**src/rtl/alu_seq_muldiv.sv**
```systemverilog
// -----------------------------------------------------------------------------
// alu_seq_muldiv
//   Execute-stage ALU with the base integer operations (1-cycle) and the RV32M
//   multiply/divide/remainder operations computed iteratively (XLEN cycles).
//   Operands are taken on an in_valid/in_ready handshake; the result is held
//   in registers and offered on an out_valid/out_ready handshake.
//
// Parameters
//   XLEN       operand/result width (power of 2, >= 8)
//   EN_MULDIV  1 enables M ops; 0 makes every op[4]=1 code undefined
//
// Ports
//   clk, rst             rising-edge clock, synchronous active-high reset
//   in_valid/in_ready    operand handshake (in_ready only in IDLE)
//   rs1_data, rs2_data   operands A and B
//   alu_op               5-bit operation code
//   out_valid/out_ready  result handshake (out_valid only in DONE)
//   alu_result           registered result
//   zero                 alu_result == 0
//   overflow             signed overflow for add/sub, 0 otherwise
//   busy                 FSM not in IDLE
// -----------------------------------------------------------------------------
module alu_seq_muldiv #(
   parameter int XLEN      = 32,
   parameter bit EN_MULDIV = 1'b1
) (
   input  logic            clk,
   input  logic            rst,
   input  logic            in_valid,
   output logic            in_ready,
   input  logic [XLEN-1:0] rs1_data,
   input  logic [XLEN-1:0] rs2_data,
   input  logic [4:0]      alu_op,
   output logic            out_valid,
   input  logic            out_ready,
   output logic [XLEN-1:0] alu_result,
   output logic            zero,
   output logic            overflow,
   output logic            busy
);

   localparam int SHW = $clog2(XLEN);
   localparam int MSB = XLEN - 1;

   typedef enum logic [1:0] {IDLE, CALC, DONE} state_t;

   // Magnitude of a value that is optionally interpreted as signed.
   function automatic logic [XLEN-1:0] mag(input logic [XLEN-1:0] v, input logic sgn);
      return (sgn && v[MSB]) ? -v : v;
   endfunction

   // Sign fix-up and result selection after the last iteration.
   // p holds {hi, lo} of the product, or {remainder, quotient} for divides.
   function automatic logic [XLEN-1:0] finish_res(
      input logic [2:0]        mop,
      input logic [2*XLEN-1:0] p,
      input logic              negq,
      input logic              negr,
      input logic              dz,
      input logic [XLEN-1:0]   rs1
   );
      logic [2*XLEN-1:0] pm;
      logic [XLEN-1:0]   q;
      logic [XLEN-1:0]   r;
      logic [XLEN-1:0]   res;
      pm = negq ? -p : p;
      q  = negq ? -p[XLEN-1:0] : p[XLEN-1:0];
      r  = negr ? -p[2*XLEN-1:XLEN] : p[2*XLEN-1:XLEN];
      if (!mop[2]) begin
         res = (mop[1:0] == 2'b00) ? pm[XLEN-1:0] : pm[2*XLEN-1:XLEN];
      end else if (dz) begin
         // divide by zero: quotient all ones, remainder is the dividend
         res = mop[1] ? rs1 : '1;
      end else begin
         res = mop[1] ? r : q;
      end
      return res;
   endfunction

   state_t              state_q, state_d;
   logic [XLEN-1:0]     result_q, result_d;
   logic                ovf_q, ovf_d;
   logic [2:0]          mop_q, mop_d;
   logic [XLEN-1:0]     opa_q, opa_d;
   logic [2*XLEN-1:0]   prod_q, prod_d;
   logic                negq_q, negq_d;
   logic                negr_q, negr_d;
   logic                dz_q, dz_d;
   logic [XLEN-1:0]     rs1_q, rs1_d;
   logic [SHW-1:0]      cnt_q, cnt_d;

   logic signed [XLEN-1:0] rs1_s;
   logic signed [XLEN-1:0] rs2_s;
   logic [SHW-1:0]         shamt;
   logic [XLEN-1:0]        base_res;
   logic                   base_ovf;
   logic                   is_m;
   logic                   sa, sb;
   logic [XLEN-1:0]        ma, mb;

   assign rs1_s = rs1_data;
   assign rs2_s = rs2_data;
   assign shamt = rs2_data[SHW-1:0];

   // ---- base operations (combinational, registered on acceptance) ----
   always_comb begin
      base_res = '0;
      base_ovf = 1'b0;
      case (alu_op)
         5'b00000: begin
            base_res = rs1_data + rs2_data;
            base_ovf = (rs1_data[MSB] == rs2_data[MSB]) && (base_res[MSB] != rs1_data[MSB]);
         end
         5'b00001: begin
            base_res = rs1_data - rs2_data;
            base_ovf = (rs1_data[MSB] != rs2_data[MSB]) && (base_res[MSB] != rs1_data[MSB]);
         end
         5'b00010: base_res[0] = (rs1_s < rs2_s);
         5'b00011: base_res[0] = (rs1_data < rs2_data);
         5'b00100: base_res = rs1_data << shamt;
         5'b00101: base_res = rs1_data ^ rs2_data;
         5'b00110: base_res = rs1_data >> shamt;
         5'b00111: base_res = rs1_s >>> shamt;
         5'b01000: base_res = rs1_data | rs2_data;
         5'b01001: base_res = rs1_data & rs2_data;
         5'b01011: base_res[0] = (rs1_s >= rs2_s);
         default: base_res = '0;
      endcase
   end

   // Operand signedness: mul/mulh/div/rem signed A; mul/mulh/div/rem signed B;
   // mulhsu signed A only; mulhu/divu/remu unsigned.
   assign is_m = EN_MULDIV && (alu_op[4:3] == 2'b10);
   assign sa   = alu_op[2] ? ~alu_op[0] : (alu_op[1:0] != 2'b11);
   assign sb   = alu_op[2] ? ~alu_op[0] : ~alu_op[1];
   assign ma   = mag(rs1_data, sa);
   assign mb   = mag(rs2_data, sb);

   // ---- one iteration step ----
   logic [XLEN:0]       mul_sum;
   logic [2*XLEN-1:0]   mul_nx;
   logic [XLEN:0]       rem_sh;
   logic                rem_ge;
   logic [XLEN-1:0]     rem_sub;
   logic [2*XLEN-1:0]   div_nx;
   logic [2*XLEN-1:0]   step_nx;

   // Shift-add: add multiplicand to the high half when the multiplier LSB is
   // set, then shift {carry, hi, lo} right by one.
   assign mul_sum = {1'b0, prod_q[2*XLEN-1:XLEN]} + (prod_q[0] ? {1'b0, opa_q} : '0);
   assign mul_nx  = {mul_sum, prod_q[XLEN-1:1]};

   // Restoring divide: shift next dividend bit into the partial remainder and
   // subtract the divisor when it fits. The true difference always fits in
   // XLEN bits, so the low-order subtraction is exact.
   assign rem_sh  = {prod_q[2*XLEN-1:XLEN], prod_q[XLEN-1]};
   assign rem_ge  = (rem_sh >= {1'b0, opa_q});
   assign rem_sub = rem_sh[XLEN-1:0] - opa_q;
   assign div_nx  = rem_ge ? {rem_sub, prod_q[XLEN-2:0], 1'b1}
                           : {rem_sh[XLEN-1:0], prod_q[XLEN-2:0], 1'b0};
   assign step_nx = mop_q[2] ? div_nx : mul_nx;

   // ---- next-state logic ----
   always_comb begin
      state_d  = state_q;
      result_d = result_q;
      ovf_d    = ovf_q;
      mop_d    = mop_q;
      opa_d    = opa_q;
      prod_d   = prod_q;
      negq_d   = negq_q;
      negr_d   = negr_q;
      dz_d     = dz_q;
      rs1_d    = rs1_q;
      cnt_d    = cnt_q;
      case (state_q)
         IDLE: begin
            if (in_valid) begin
               if (is_m) begin
                  mop_d  = alu_op[2:0];
                  negq_d = (sa & rs1_data[MSB]) ^ (sb & rs2_data[MSB]);
                  negr_d = sa & rs1_data[MSB];
                  dz_d   = (rs2_data == '0);
                  rs1_d  = rs1_data;
                  cnt_d  = '0;
                  if (alu_op[2]) begin
                     opa_d  = mb;
                     prod_d = {{XLEN{1'b0}}, ma};
                  end else begin
                     opa_d  = ma;
                     prod_d = {{XLEN{1'b0}}, mb};
                  end
                  state_d = CALC;
               end else begin
                  result_d = base_res;
                  ovf_d    = base_ovf;
                  state_d  = DONE;
               end
            end
         end
         CALC: begin
            prod_d = step_nx;
            cnt_d  = cnt_q + 1'b1;
            if (cnt_q == '1) begin
               result_d = finish_res(mop_q, step_nx, negq_q, negr_q, dz_q, rs1_q);
               ovf_d    = 1'b0;
               state_d  = DONE;
            end
         end
         DONE: begin
            if (out_ready) begin
               state_d = IDLE;
            end
         end
         default: state_d = IDLE;
      endcase
   end

   // ---- state registers ----
   always_ff @(posedge clk) begin
      mop_q  <= mop_d;
      opa_q  <= opa_d;
      prod_q <= prod_d;
      negq_q <= negq_d;
      negr_q <= negr_d;
      dz_q   <= dz_d;
      rs1_q  <= rs1_d;
      cnt_q  <= cnt_d;
      if (rst) begin
         state_q  <= IDLE;
         result_q <= '0;
         ovf_q    <= 1'b0;
      end else begin
         state_q  <= state_d;
         result_q <= result_d;
         ovf_q    <= ovf_d;
      end
   end

   assign in_ready   = (state_q == IDLE);
   assign out_valid  = (state_q == DONE);
   assign busy       = (state_q != IDLE);
   assign alu_result = result_q;
   assign overflow   = ovf_q;
   assign zero       = (result_q == '0);

endmodule

```
**config.mk**
```make
export PLATFORM = sky130hd
export DESIGN_NAME = alu_seq_muldiv
export DESIGN_NICKNAME = d
export VERILOG_FILES = /design/src/rtl/alu_seq_muldiv.sv
export SDC_FILE = /design/constraint.sdc
export NUM_CORES = 1
export LEC_CHECK = 0
export CORE_ASPECT_RATIO = 2
export CORE_MARGIN = 4
export CORE_UTILIZATION = 41
export DETAILED_ROUTE_END_ITERATION = 8
export HOLD_SLACK_MARGIN = 0.12
export PLACE_DENSITY = 0.66
export SETUP_SLACK_MARGIN = 0.15
export SLEW_MARGIN = 20
export SYNTH_ARGS = -nofsm -noshare
export SYNTH_HDL_FRONTEND = slang
export SYNTH_SLANG_ARGS = --single-unit
```
**constraint.sdc**
```tcl
create_clock -name clk -period 5.6 [get_ports clk]
set_input_delay 0.56 -clock clk [delete_from_list [all_inputs] [get_ports clk]]
set_output_delay 0.56 -clock clk [all_outputs]
set_load 0.03 [all_outputs]
```
==> impl_metrics.yaml <==
cts:
  clockBufferDepth: 3
  h-tree-depth: 4
  clock_tree_from_tritoncts: "built"
  clkLatencyLatePin_ns: 0.52
  cts_hold_buffers: 0
  clkSlewWorstSetupHoldPaths_ns: 0.07
  cts_buffer_count: 25
  cts_num_sinks: 174
  ctsRootBufferMaster: "clkbuf_16"
yosys:
  synthFlopType: "edfxtp_1"
  synth_sequential_area_ratio_pct: 19.3
  post_synth_main_area_contributors: "edfxtp_1, ha_1, o21ai_0"
  netlist_instances: 3398
  synth_area_leader_cell: "edfxtp_1"
  syn-num-nets: 3642
  synthesis.area_per_instance_sq_um: 7.44
  yosys_register_bits: 174
  async_reset_ff_share_pct: 0
  yosys.cell_types.count: 102
  number_of_flops_mapped_to_enable_cells_by_yosys: 139
  synth_top_cell_area_share_pct: 16.5
  synth-warning-count: 0
  synthesis.area_sq_mm: 0.0253
setup_path:
  crit_top_cell: "buf_4"
  cpLargestDelayFamily: "compound AO/OA/AOI/OAI gates"
  worst-endpoint-arrival_ns: 5.77
  critPathRequiredTime_ns: 5.97
  timing.critical_path.buf_inv: 3
  critical_path.endpoint_type: "register"
  criticalPathCategory: "register to register"
  crit_cells: 17
  worst_r2r_path_depth: 17
  crit_path_cell_trace: "ha_1, a21oi_1, o21ai_1, a41oi_2, o21ai_4, buf_4, buf_4, a2111oi_0, o21ai_0, o32ai_1, buf_4, nand2_1, or4b_1, or4_1, mux2_1, o21ai_1, a41oi_1"
  maximum_fanout_count_along_the_critical_path: 8
  critical_path.slowest_cell: "or4b_1"
  setup.worst_path.start_class: "register"
  critical-path-max-stage-delay_ns: 0.65
route:
  antenna_violating_nets_post_route: 0
  number_of_violations_reported_at_the_end_of_detailed_routing_iteration_0: 2895
  avgRoutedWirePerCell_um: 29.9
  topRoutingLayerUsed: "met4"
  route.detailed.vias_per_inst: 6.69
  postRouteWirelength_mm: 129
  met2_length_mm: 63.6
  routed_length_on_met1_mm: 40.7
  drt_drc_violations_left: 0
  total_met3_wirelength_after_detailed_routing_mm: 7.94
  firstDrtPassIters: 8
  vias: 28700
floorplan:
  die_w_um: 184
  initial_utilization_pct: 41.4
  core_region_sq_mm: 0.0610
  top_level_ports: 110
  die-area_sq_mm: 0.0659
  placementRows: 128
  die_h_um: 359
final_layout:
  layout-drive-gt1-share_pct: 10.6
  nNetsFinal: 3753
  diodes: 0
  synthToLayoutAreaGrowth_pct: 14.2
grt:
  global_route.usage.total_pct: 37.4
  overflow: 0
  grt_max_degree: 72
  number_of_antenna_violations_at_the_first_check_in_global_routing: 0
  grt_pass1_vias: 28500
  grt_pass1_wl_mm: 184
place:
  detailedPlacementHpwl_mm: 102
  io_buffer_count: 109
  place.gp.congestion: 1.06
hold_path:
  timing.hold.worst.class: "register to register"
  holdPathStages: 2
power:
  internal_power_mw: 3.20
  seqPwrFrac_pct: 28.6
  fin_total_pwr_mw: 5.47
  power.switching_fraction_pct: 41.5
  power.leakage_nw: 11.2
  power_per_cell_area_mw_per_mm2: 190
  comb_power_share_pct: 45.6
  net-switching-power_mw: 2.27
  power.share.clock_pct: 25.7
  ir_drop_mv: 0.118
timing:
  slew-limit-headroom_pct: 23.7
  finalHoldViolations: 0
  rsz0062_at_grt: "yes"
  fin_worst_hold_slack_ns: 0.458
  timing_max_transition_violations_final: 0
  max_slew.worst_pin.slew_ns: 1.14
  finalCritPeriodShare_pct: 96.4
  clock_skew_ns: 0.0240
  setup_viol: 0
  maxClockFrequency_ghz: 0.185
  final_period_minus_worst_setup_slack_ns: 5.40
run:
  timing.max_cap.violations: 0
outcome:
  run_status: "finished clean"
-- power by group through the flow --
| stage | Sequential (mW) | Clock (mW) | Combinational, mW |
|---|---|---|---|
| detailed placement | 1.59 | 0 | 2.39 |
| floorplan | 1.59 | 0 | 1.45 |
| finish | 1.57 | 1.41 | 2.50 |
| CTS | 1.56 | 1.41 | 2.40 |
| global placement | 1.59 | 0 | 2.38 |
| global route | 1.57 | 1.45 | 2.63 |
-- layer usage --
metal,GRT usage (%),up-vias
met5,0,-
met4,36.8,0
met3,4.81,653
met2,65.8,1586
met1,36.1,13600
li1,-,12800
-- placed cells by master, fill, tap and decap left out, types with 103 or more instances in the layout --
cell             Yosys  layout
ha_1               167     157
nand2_1            311     311
buf_4                1     204
edfxtp_1           139     139
mux2i_1            154     154
clkdlybuf4s50_1      0     103
a21oi_1            297     296
inv_1              161     158
nor2_1             306     304
xnor2_1            157     157
o21ai_0            331     330
-- through the flow --
stage,utilization (%),TNS [ns],worst slack (ns),std cells,instance area (sq um)
floorplan,-,0,0.426,3398,25300
global placement,46.0,-0.0464,-0.0464,4258,28000
detailed placement,46.0,-0.170,-0.0826,4258,28000
CTS,47.1,0,0.152,4292,28700
global route,47.3,0,0.125,4295,28900
finish,47.3,0,0.203,4295,28900
-- cell usage after synthesis, drive strengths merged (38+ instances only) --
master,count
a211oi,38
a21o,40
a21oi,302
a31oi,48
and2,63
buf,61
clkbuf,171
edfxtp,139
ha,167
inv,162
mux2i,154
nand2,311
nand3,66
nand4,38
nor2,307
nor3,106
o211ai,62
o21ai,338
or3,40
xnor2,157
xor2,46
-- worst register-to-register path, cell delays in order, from the launching register on --
cell and delay (ns):
edfxtp_1 0.42, ha_1 0.41, a21oi_1 0.35, o21ai_1 0.26
a41oi_2 0.41, o21ai_4 0.15, buf_4 0.16, buf_4 0.16
a2111oi_0 0.33, o21ai_0 0.21, o32ai_1 0.21, buf_4 0.20
nand2_1 0.17, or4b_1 0.65, or4_1 0.53, mux2_1 0.33
o21ai_1 0.18, a41oi_1 0.14
-- cell families (layout without fill, tap and decap cells) --
| group | Yosys count | in the layout | share of synthesized area (%) |
|---|---|---|---|
| buf+inv | 395 | 512 | 6.01 |
| simple gates | 1085 | 1085 | 20.3 |
| fa+ha+maj | 171 | 171 | 8.59 |
| mux | 192 | 192 | 8.52 |
| flops | 174 | 174 | 19.3 |
| compound gates | 1178 | 1178 | 30.2 |
| xor+xnor | 203 | 203 | 7.04 |
-- what timing repair did --
| action | in CTS | in global routing |
|---|---|---|
| resized for setup | 4 | 18 |
| buffers inserted | 1 | 3 |
| setup endpoints to repair | 8 | 13 |
| pin swaps | 1 | 4 |
| cloned | 0 | 0 |
-- cell type report --
class                           count  area, sq um
Multi-Input combinational cell   2829        19000
Inverter                          163          612
Timing Repair Buffer              316         2690
Clock inverter                      5         28.8
Fill cell                        6164        32200
Tap cell                          780          976
Clock buffer                       28          657
Sequential cell                   174         4870
-- worst paths after layout --
check,endpoint,from,slack (ns)
setup reg to reg,alu_result[29]$_SDFFE_PP0P_,prod_q[51]$_SDFFCE_PN0P_,0.20
hold / removal,overflow$_SDFFE_PP0P_,overflow$_SDFFE_PP0P_,0.46
setup / recovery,alu_result[29]$_SDFFE_PP0P_,prod_q[51]$_SDFFCE_PN0P_,0.20
hold reg to reg,overflow$_SDFFE_PP0P_,overflow$_SDFFE_PP0P_,0.46
-- state kept, by name, summed over array words and instances (netlist names), 2 cells and up --
signal / cells
alu_result: 32
cnt_q: 5
mop_q: 3
opa_q: 32
prod_q: 64
rs1_q: 32
state_q: 2
Note: power is estimated with default switching activity, not from simulation.
